`src/rtl/jpeg_sched_pkg.sv`:
```
// Shared types and helpers for the JPEG MCU block scheduler.
// Colour modes, scheduler states and per-mode block counts.
package jpeg_sched_pkg;

  typedef enum logic [1:0] {
    MODE_GRAY,
    MODE_444,
    MODE_422,
    MODE_420
  } mode_e;

  typedef enum logic [1:0] {
    IDLE,
    STREAM,
    FINISH
  } sched_state_e;

  localparam int COEFS_PER_BLK = 64;

  function automatic logic [2:0] blocks_per_mcu(input mode_e m);
    logic [2:0] b;
    unique case (m)
      MODE_GRAY: b = 3'd1;
      MODE_444:  b = 3'd3;
      MODE_422:  b = 3'd4;
      default:   b = 3'd6;
    endcase
    return b;
  endfunction

endpackage

```
`src/rtl/jpeg_blk_comp_map.sv`:
```
// Maps a block index within an MCU to its colour component.
// Also flags the final block of the MCU for the current mode.
module jpeg_blk_comp_map
  import jpeg_sched_pkg::*;
(
  input  mode_e      mode,
  input  logic [2:0] blk_idx,
  output logic [1:0] comp,
  output logic       is_last_blk
);

  always_comb begin
    comp = 2'd0;
    unique case (mode)
      MODE_GRAY: comp = 2'd0;
      MODE_444:  comp = blk_idx[1:0];
      MODE_422: begin
        case (blk_idx)
          3'd2:    comp = 2'd1;
          3'd3:    comp = 2'd2;
          default: comp = 2'd0;
        endcase
      end
      default: begin
        case (blk_idx)
          3'd4:    comp = 2'd1;
          3'd5:    comp = 2'd2;
          default: comp = 2'd0;
        endcase
      end
    endcase
  end

  assign is_last_blk = (blk_idx == blocks_per_mcu(mode) - 3'd1);

endmodule

```
`src/rtl/jpeg_mcu_block_scheduler.sv`:
```
// Streams one frame of coefficients into the IDCT, tagging each with
// its colour component and block/MCU boundary flags.
module jpeg_mcu_block_scheduler
  import jpeg_sched_pkg::*;
#(
  parameter int COEF_W = 12,
  parameter int MCU_W  = 16
) (
  input  logic              clk,
  input  logic              rst,
  input  logic [1:0]        cfg_mode,
  input  logic [MCU_W-1:0]  cfg_mcu_count,
  input  logic              start,
  input  logic              abort,
  output logic              busy,
  output logic              done,
  input  logic              in_valid,
  output logic              in_ready,
  input  logic [COEF_W-1:0] in_data,
  output logic              out_valid,
  input  logic              out_ready,
  output logic [COEF_W-1:0] out_data,
  output logic [1:0]        out_comp,
  output logic              out_blk_first,
  output logic              out_blk_last,
  output logic              out_mcu_last
);

  localparam logic [1:0] S_IDLE   = IDLE;
  localparam logic [1:0] S_STREAM = STREAM;
  localparam logic [1:0] S_FINISH = FINISH;
  localparam logic [5:0] LAST_COEF = 6'(COEFS_PER_BLK - 1);
  localparam logic [MCU_W-1:0] ONE = MCU_W'(1);

  logic [1:0]       state;
  mode_e            mode_q;
  logic [MCU_W-1:0] mcu_total;
  logic [MCU_W-1:0] mcu_cnt;
  logic [5:0]       coef_cnt;
  logic [2:0]       blk_idx;
  logic             busy_q;
  logic [1:0]       comp;
  logic             last_blk;
  logic             streaming;
  logic             xfer;
  logic             coef_end;

  jpeg_blk_comp_map u_map (
    .mode        (mode_q),
    .blk_idx     (blk_idx),
    .comp        (comp),
    .is_last_blk (last_blk)
  );

  assign streaming = (state == S_STREAM);
  assign out_valid = in_valid & streaming;
  assign in_ready  = out_ready & streaming;
  assign out_data  = in_data;
  assign xfer      = out_valid & out_ready;
  assign coef_end  = (coef_cnt == LAST_COEF);

  // Flags are only meaningful while a coefficient can be presented.
  assign out_comp      = streaming ? comp : 2'd0;
  assign out_blk_first = streaming & (coef_cnt == 6'd0);
  assign out_blk_last  = streaming & coef_end;
  assign out_mcu_last  = streaming & coef_end & last_blk;

  assign busy = busy_q;
  assign done = (state == S_FINISH);

  always_ff @(posedge clk) begin
    if (rst || abort) begin
      state     <= S_IDLE;
      coef_cnt  <= 6'd0;
      blk_idx   <= 3'd0;
      mcu_cnt   <= '0;
      busy_q    <= 1'b0;
      if (rst) begin
        mode_q    <= MODE_GRAY;
        mcu_total <= '0;
      end
    end else begin
      unique case (state)
        S_IDLE: begin
          coef_cnt <= 6'd0;
          blk_idx  <= 3'd0;
          mcu_cnt  <= '0;
          if (start) begin
            mode_q    <= mode_e'(cfg_mode);
            mcu_total <= cfg_mcu_count;
            busy_q    <= (cfg_mcu_count != '0);
            state     <= (cfg_mcu_count != '0) ? S_STREAM : S_FINISH;
          end
        end
        S_STREAM: begin
          if (xfer) begin
            coef_cnt <= coef_cnt + 6'd1;
            if (coef_end) begin
              if (last_blk) begin
                blk_idx <= 3'd0;
                if (mcu_cnt == mcu_total - ONE) begin
                  state <= S_FINISH;
                end else begin
                  mcu_cnt <= mcu_cnt + ONE;
                end
              end else begin
                blk_idx <= blk_idx + 3'd1;
              end
            end
          end
        end
        S_FINISH: begin
          state    <= S_IDLE;
          busy_q   <= 1'b0;
          coef_cnt <= 6'd0;
          blk_idx  <= 3'd0;
          mcu_cnt  <= '0;
        end
        default: state <= S_IDLE;
      endcase
    end
  end

endmodule

```
`config.mk`:
```
export PLATFORM = sky130hd
export DESIGN_NAME = jpeg_mcu_block_scheduler
export DESIGN_NICKNAME = d
export VERILOG_FILES = /design/src/rtl/jpeg_sched_pkg.sv /design/src/rtl/jpeg_blk_comp_map.sv /design/src/rtl/jpeg_mcu_block_scheduler.sv
export SDC_FILE = /design/constraint.sdc
export NUM_CORES = 1
export LEC_CHECK = 0
export ABC_CLOCK_PERIOD_IN_PS = 2600
export CORE_UTILIZATION = 48
export DETAILED_ROUTE_END_ITERATION = 7
export GPL_TIMING_DRIVEN = 0
export PLACE_DENSITY = 0.89
export SYNTH_ARGS = -nofsm -noshare
export SYNTH_HDL_FRONTEND = slang
export SYNTH_SLANG_ARGS = --single-unit
```
`constraint.sdc`:
```
create_clock -name clk -period 2.6 [get_ports clk]
set_input_delay 0.39 -clock clk [delete_from_list [all_inputs] [get_ports clk]]
set_output_delay 0.39 -clock clk [all_outputs]
set_load 0.05 [all_outputs]
```
==> flow_metrics.env <==
export IMPL_outcome="complete, but fails checks"
export IMPL_violations="setup timing"
export IMPL_syn_to_final_growth_pct=29.0
export IMPL_clk_pin_slew_ns=0.08
export IMPL_totalPowerFinal_mw=1.56
export IMPL_synth_edff_count=18
export IMPL_htree_num_levels=2
export IMPL_critPathMaxStageDelay_ns=0.62
export IMPL_ios=57
export IMPL_core_um2=6060
export IMPL_routed_top_layer="met4"
export IMPL_layout_min_cycle_time_ns=2.85
export IMPL_seq_area_um2=1100
export IMPL_wl_met3_um=508
export IMPL_gp_congestion=0.864
export IMPL_ir_worst_vdd_v=0.000277
export IMPL_critPathCaptureType="flip-flop"
export IMPL_grt_pass1_vias=2803
export IMPL_wl_per_cell_um=16.4
export IMPL_whs_ns=0.537
export IMPL_finalInstanceArea_um2=3970
export IMPL_synth_cell_types=49
export IMPL_ant_nets=0
export IMPL_cp_start_kind="flip-flop"
export IMPL_grt_pass1_wl_mm=12.5
export IMPL_crit_fanout=6
export IMPL_numCtsBuffers=5
export IMPL_grtUsageTotal_pct=24.3
export IMPL_ys_ff_latch=46
export IMPL_root_buffer="clkbuf_8"
export IMPL_yosys_most_used_dff="dfxtp_1"
export IMPL_drc=0
export IMPL_dpl_instance_area_um2=3640
export IMPL_finClkSkew_ns=0.00483
export IMPL_drt_total_wl_mm=8.03
export IMPL_row_count=28
export IMPL_drv_slew=0
export IMPL_die_w_um=82.1
export IMPL_worst_slew_pin_slew_ns=0.736
export IMPL_p_per_area_nw_per_um2=393
export IMPL_yosysSeqAreaShare_pct=35.8
export IMPL_synth_warnings=0
export IMPL_firstDrtPassIters=5
export IMPL_cts_tree="yes"
export IMPL_antenna_found_initial=0
export IMPL_vias=2934
export IMPL_dieHeight_um=82.1
export IMPL_pre_cts_ws_ns=-0.374
export IMPL_async_flop_share_pct=0
export IMPL_nFillCells=438
export IMPL_syn_avg_cell_area_um2=8.90
export IMPL_syn_nets=396
export IMPL_post_dp_hpwl_mm=5.43
export IMPL_clockBufferDepth=2
export IMPL_synth_fa_ha_area_share_pct=5.69
export IMPL_fin_crit_sh_pct=109
export IMPL_slew_headroom_pct=50.9
export IMPL_placed_cells=465
export IMPL_maxCapViolCount=0
export IMPL_rsz0062_at_grt="true"
export IMPL_drive_gt1_share_pct=16.6
export IMPL_hold_path_class="flip-flop to flip-flop"
export IMPL_synth_top_family_by_area="simple AND/OR/NAND/NOR gates"
export IMPL_static_leakage_power_nw=1.50
export IMPL_synth_compound_area_share_pct=15.4
export IMPL_worstPathArrival_ns=3.02
export IMPL_dieArea_um2=6740
export IMPL_cts_num_sinks=46
export IMPL_fin_ws_ns=-0.247
export IMPL_clk_latency_ns=0.30
export IMPL_n_antenna_cell=0
export IMPL_critPathRequiredTime_ns=2.78
export IMPL_synth_xor_area_share_pct=7.96
export IMPL_fmax_mhz=351
export IMPL_dr_wl_met2_mm=4.13
export IMPL_synthSimpleGateAreaFrac_pct=26.8
export IMPL_grt_max_degree=19
export IMPL_hold_violations=0
export IMPL_met1_length_mm=3.17
export IMPL_fin_cells=490
export IMPL_path_cells="or4_4 -> nor3_4 -> nand2_2 -> buf_4 -> xnor2_2 -> nand4_1 -> o21bai_4 -> buf_6 -> mux2i_1 -> nor2_1"
export IMPL_fin_util_pct=65.5
export IMPL_start_util_pct=50.8
export IMPL_drtIter0Drc=283
export IMPL_cp_slowest_cell="or4_4"
export IMPL_setup_tns_final_ns=-3.03
export IMPL_port_buffers=44
export IMPL_netlist_instances=346
export IMPL_muxShareOfSynthArea_pct=1.63
export IMPL_grt_overflow=0
export IMPL_setup_viol=18
export IMPL_avgViaCountPerCell=5.99
export IMPL_netlist_area_um2=3080
export IMPL_multi_input_area_um2=1900
export IMPL_worstSetupPathType="flip-flop to flip-flop"
export IMPL_final_nets=464
[cells by family after synthesis]
| group | after synthesis |
|---|---|
| simple gates | 153 |
| compound gates | 59 |
| flops | 46 |
| buf+inv | 41 |
| xor+xnor | 28 |
| fa+ha+maj | 14 |
| mux | 5 |
[per-layer routing]
metal / vias to the layer above / global-route usage (%)
li1: 1379 / -
met1: 1368 / 28.1
met2: 154 / 43.5
met3: 33 / 4.84
met4: 0 / 10.2
met5: - / 0
[worst paths after layout]
| check | from | to | slack [ns] | depth (start not counted) |
|---|---|---|---|---|
| setup / recovery | mcu_total[5] | mcu_cnt[1] | -0.25 | 10 |
| setup reg to reg | mcu_total[5] | mcu_cnt[1] | -0.25 | 10 |
| hold / removal | mcu_cnt[15] | mcu_cnt[15] | 0.54 | 2 |
| hold reg to reg | mcu_cnt[15] | mcu_cnt[15] | 0.54 | 2 |
[what timing repair did]
item,4_1_cts,5_1_grt
pin swaps,6,9
endpoints found under the hold margin,0,0
resized for setup,18,20
hold buffers,0,0
setup buffers,13,4
gates cloned,0,2
setup endpoints to repair,21,22
[layout make-up]
class | count | area share (%)
Clock buffer | 8 | 2.02
Timing Repair Buffer | 63 | 14.9
Buffer | 25 | 3.87
Inverter | 14 | 1.32
Tap cell | 75 | 2.36
Sequential cell | 46 | 27.7
Multi-Input combinational cell | 259 | 47.8
[cell usage in the layout, fill, tap and decap left out, types with 3 or more instances in the layout]
master            n
a2111o_1         12
a21oi_1           8
a31oi_1           4
and2_1           22
and3_1            3
buf_4            30
buf_6             3
clkbuf_1         13
clkbuf_8          5
clkdlybuf4s50_1  39
dfxtp_1          28
edfxtp_1         18
ha_1             13
inv_1            14
mux2i_1           5
nand2_1          26
nand3_1          15
nand3b_1          4
nand4_1           6
nor2_1           31
nor2b_1           4
nor3_1            5
nor3_2            3
nor4_1            5
nor4_2            3
o2111ai_1        10
o211ai_1          6
or2_2             4
or3_1             4
xnor2_1          12
xor2_1           15
[synthesized netlist by cell type (10+ instances only)]
cell,instances,area share (%)
inv_1,14,1.7
o2111ai_1,10,2.8
and2_1,22,4.5
buf_4,12,2.9
nand3_1,15,2.4
nand2_1,27,3.3
ha_1,14,5.7
edfxtp_1,18,18
xor2_1,15,4.3
dfxtp_1,28,18
a2111o_1,12,4.4
xnor2_1,13,3.7
clkbuf_1,12,1.5
nor2_1,31,3.8
[flip-flops by register name, summed over array words and instances, names as in the netlist]
register	cells
busy	1
mcu_total	16
mode_q	2
mcu_cnt	16
blk_idx	3
state	2
coef_cnt	6
[report_power, final]
group	total [mW]	internal, mW	switching, mW	leakage [nW]
Clock	0.424	0.191	0.233	0.0395
Combinational	0.334	0.151	0.183	1.04
Sequential	0.802	0.775	0.0267	0.415
Total	1.56	1.12	0.443	1.50
[worst max-delay path, delay by kind of cell (launching register included)]
family	cells	cell delay [ns]
buffers and inverters	2	0.33
XOR/XNOR	1	0.17
multiplexers	1	0.21
AND/OR/NAND/NOR	5	1.27
AO/OA/AOI/OAI	1	0.33
flip-flops	1	0.41
(Power assumes the default switching activity.)
==> edit 1, RTL diff (same settings) <==
The parameter `MCU_W` goes from 16 to 32.
--- a/src/rtl/jpeg_mcu_block_scheduler.sv
+++ b/src/rtl/jpeg_mcu_block_scheduler.sv
@@ -4,7 +4,7 @@
   import jpeg_sched_pkg::*;
 #(
   parameter int COEF_W = 12,
-  parameter int MCU_W  = 16
+  parameter int MCU_W  = 32
 ) (
   input  logic              clk,
   input  logic              rst,
Ports: changed (resized cfg_mcu_count); port bits go from 57 to 73. The function was not compared with the original's and may differ.
==> edit 1 against the original RTL <==
The run still ends with setup timing left. Routed wire length grew 84%. Clock skew grew 0.011 ns. Count of clock-buffer cells in the layout rose by 2. Total power is 86% higher. Non-clock buffer count increased by 47. Sequential cell count is 32 higher. Setup slack got worse by 0.48 ns. Area after synthesis increased by 67%. Final area is 72% higher. Largest power group unchanged.
==> edit 1: results (changes against the original RTL) <==
- Largest regs: mcu_cnt: 32 flops, mcu_total: 32 flops, coef_cnt: 6 flops (was mcu_cnt: 16 flops, mcu_total: 16 flops, coef_cnt: 6 flops)
- Multi-input gates: 460 (was 259)
- Post-Synth Adder-Cell Area: 0.0340 (was 0.0569)
- Clk. pwr: 1010 µW (was 424 µW)
- Failing checks: setup timing (unchanged)
- Compound-Gate Fraction of Synth Area: 0.131 (was 0.154)
- Mux share of post-synthesis cell area: 0.0298 (was 0.0163)
- Worst hold start: coef_cnt[1]$_SDFFE_PP0P_ (was mcu_cnt[15]$_SDFFE_PP0P_)
- Top fanout value on the critical path: 5 (was 6)
- Multi-input combinational cell area: 0.00333 mm² (was 0.00190 mm²)
- Post-DP HPWL: 10,300 µm (was 5430 µm)
- Sw frac: 0.284 (about the same)
- Status: finished, violations left (unchanged)
- Register area share after synthesis: 0.369 (was 0.358)
- DIE WIDTH: 106 µm (was 82.1 µm)
- P_comb: 529 µW (was 334 µW)
- Port Buffers: 60 (was 44)
- Core Util, Final: 0.661 (was 0.655)
- First-pass GRT wire length: 22,600 µm (was 12,500 µm)
- CP arrival: 3.63 ns (was 3.02 ns)
- FFs & Latches: 78 (was 46)
- Final WS setup: -0.726 ns (was -0.247 ns)
- Placed inst area: 0.00595 mm² (was 0.00364 mm²)
- Layout cell share with drive strength beyond 1: 0.202 (was 0.166)
- Drt pass-1 iters: 6 (was 5)
- Final non-filler cell total: 845 (was 490)
- Place WS: -0.978 ns (was -0.374 ns)
- Placed cells: 793 (was 465)
- Endpoints failing setup: 34 (was 18)
- WL per Instance: 17.5 µm (was 16.4 µm)
- Worst R2R End: mcu_cnt[8]$_SDFFE_PP0P_ (was mcu_cnt[1]$_SDFFE_PP0P_)
- FF+latch area: 0.00190 mm² (was 0.00110 mm²)
edit 1: routing by layer:
| layer | GRT usage | part of all wire | up-vias |
|---|---|---|---|
| met1 | 0.303 | 0.39 | 2358 |
| met4 | 0.145 | 0.033 | 0 |
| li1 | - | - | 2379 |
| met3 | 0.0427 | 0.066 | 48 |
| met5 | 0 | 0 | - |
| met2 | 0.445 | 0.51 | 240 |
edit 1: what timing repair did:
item                                    4_1_cts  5_1_grt
gates cloned                                  3        1
hold buffers                                  0        0
endpoints found under the setup margin       42       38
pin swaps                                     9       25
resized for setup                            48       57
setup buffers                                12       26
edit 1: critical path, stage by stage, from the launching register on:
cell and delay (ns):
edfxtp_1 0.40, or4_4 0.57, or4_4 0.49, buf_6 0.15, nor4_4 0.23, a32o_2 0.23, a21oi_2 0.05, nand4_4 0.16
o211ai_4 0.11, buf_4 0.16, buf_6 0.11, buf_6 0.12, or3_1 0.34, a21oi_1 0.15
==> edit 2, RTL diff (same flow settings) <==
Without the edit above. Add an input register stage for `cfg_mcu_count`, without a reset; this delays it by one clock. The other inputs are not delayed to match.
--- a/src/rtl/jpeg_mcu_block_scheduler.sv
+++ b/src/rtl/jpeg_mcu_block_scheduler.sv
@@ -31,6 +31,12 @@
   localparam logic [1:0] S_FINISH = FINISH;
   localparam logic [5:0] LAST_COEF = 6'(COEFS_PER_BLK - 1);
   localparam logic [MCU_W-1:0] ONE = MCU_W'(1);
+
+  logic [MCU_W-1:0] cfg_mcu_count_q;
+
+  always_ff @(posedge clk) begin
+    cfg_mcu_count_q <= cfg_mcu_count;
+  end
 
   logic [1:0]       state;
   mode_e            mode_q;
@@ -87,9 +93,9 @@
           mcu_cnt  <= '0;
           if (start) begin
             mode_q    <= mode_e'(cfg_mode);
-            mcu_total <= cfg_mcu_count;
-            busy_q    <= (cfg_mcu_count != '0);
-            state     <= (cfg_mcu_count != '0) ? S_STREAM : S_FINISH;
+            mcu_total <= cfg_mcu_count_q;
+            busy_q    <= (cfg_mcu_count_q != '0);
+            state     <= (cfg_mcu_count_q != '0) ? S_STREAM : S_FINISH;
           end
         end
         S_STREAM: begin
Formal check against the unedited RTL: not equivalent (Yosys sat finds a counterexample within 4 cycles, from zero or initial values).
==> edit 2 against the original RTL <==
Sequential share of layout area grew 4.3 points. The flow still finishes with violations (setup timing). Routed wire length up 5.4%. Non-clock buffer count is 3 higher. Total power rose by 50%. Largest power group unchanged. Final area is 12% higher. Sequential cell count grew 16. Critical path depth fell by 1. Area after synthesis is 8.0% higher. Critical path type unchanged. Setup slack lost 0.22 ns. First-iteration DRC count fell by 9.9%.
==> edit 2: results (changes against the original RTL) <==
- Status: finished, violations left (unchanged)
- Failing checks: setup timing (unchanged)
- Multi-input combinational area share: 0.420 (was 0.478)
- Register share of the cell area: 0.320 (was 0.277)
- Fillers: 441 (was 438)
- Leakage: 0.00172 µW (was 0.00150 µW)
- Syn_nets: 398 (was 396)
- Register area share after synthesis: 0.428 (was 0.358)
- Placed inst area: 0.00389 mm² (was 0.00364 mm²)
- Endpoint, Worst Hold: cfg_mcu_count_q[2]$_DFF_P_ (was mcu_cnt[15]$_SDFFE_PP0P_)
- Layout Nets: 476 (was 464)
- Post-DP HPWL: 4930 µm (was 5430 µm)
- Final WS setup: -0.462 ns (was -0.247 ns)
- Endpoints failing setup: 18 (unchanged)
- Post-synthesis xor/xnor area fraction: 0.0685 (was 0.0796)
- H-tree Lvls: 3 (was 2)
- Hold WC Path Type: input pin to register (was register to register)
- Post-Synth Adder-Cell Area: 0.0527 (was 0.0569)
- Cell variety after synth: 50 (was 49)
- Vias in the first global route: 2,864 (was 2,803)
- Area contributors post-synth: dfxtp_1 26%, edfxtp_1 16%, ha_1 5.3% (was dfxtp_1 18%, edfxtp_1 18%, ha_1 5.7%)
- Hold Path Depth: 1 (was 2)
- Worst R2R End: mcu_cnt[0]$_SDFFE_PP0P_ (was mcu_cnt[1]$_SDFFE_PP0P_)
- Non-clk bufs: 91 (was 88)
- Least-Margin Pin Slew: 0.760 ns (was 0.736 ns)
- Num CTS Buffers: 9 (was 5)
- Largest regs: cfg_mcu_count_q: 16 flops, mcu_cnt: 16 flops, mcu_total: 16 flops (was mcu_cnt: 16 flops, mcu_total: 16 flops, coef_cnt: 6 flops)
- GP Congestion: 0.870 (was 0.864)
- First-pass GRT wire length: 13,100 µm (was 12,500 µm)
- Worst hold start: cfg_mcu_count[2] (was mcu_cnt[15]$_SDFFE_PP0P_)
- Mux share of post-synthesis cell area: 0.0196 (was 0.0163)
- Avg Vias per Cell: 5.86 (was 5.99)
- Inverters: 13 (was 14)
- Clk_lat worst skew: 0.35 ns (was 0.30 ns)
- Non-clock buffers, area share: 0.180 (was 0.187)
- CP Launch Point: mcu_total[7]$_SDFFCE_PP0P_ (was mcu_total[5]$_SDFFCE_PP0P_)
- Initial drt markers: 255 (was 283)
- Total track usage: 0.233 (was 0.243)
==> edit 2: cell count changes in the layout (fill, tap and decap cells not counted), sizes merged, moves of 6 or more <==
| cell | change |
|---|---|
| o2111ai | -10 |
| buf | +8 |
| nand3 | -9 |
| or4 | +6 |
| a2111o | -12 |
| o21ai | +7 |
| dfxtp | +16 |
| a21oi | +10 |
| nor2 | -6 |
==> edit 2: kinds of logic (layout without fill, tap and decap cells) <==
| family | after synthesis | count (layout) |
|---|---|---|
| buffers and inverters | 37 | 120 |
| xor gates and xnor gates | 26 | 26 |
| and+or+nand+nor | 142 | 142 |
| DFF | 62 | 62 |
| adders and majority gates | 14 | 14 |
| muxes | 6 | 6 |
| AOI/OAI and AO/OA | 61 | 61 |
==> edit 2: routing by layer <==
layer	global-route usage	routed length, µm	up-vias
met5	0	0	-
met1	0.258	3310	1389
met4	0.139	357	0
met3	0.0477	490	42
li1	-	-	1393
met2	0.413	4300	155
==> edit 2: where the power goes <==
group	internal [µW]	switching, µW	total (µW)
clock	539	379	919
combinational	171	192	363
sequential	1030	27.2	1060
total	1740	599	2340
==> edit 2: stage by stage <==
stage	std cells	utilization
after floorplan	348	-
after global placement	469	0.594
after detailed placement	470	0.596
after CTS	501	0.665
after global routing	508	0.680
final	508	0.680
==> edit 2: timing repair <==
| item | in CTS | in global routing |
|---|---|---|
| hold endpoints to repair | 0 | 0 |
| setup endpoints to repair | 21 | 22 |
| pin swaps | 18 | 19 |
| gates resized for setup | 30 | 17 |
| setup buffers | 13 | 10 |
| gates cloned | 2 | 0 |
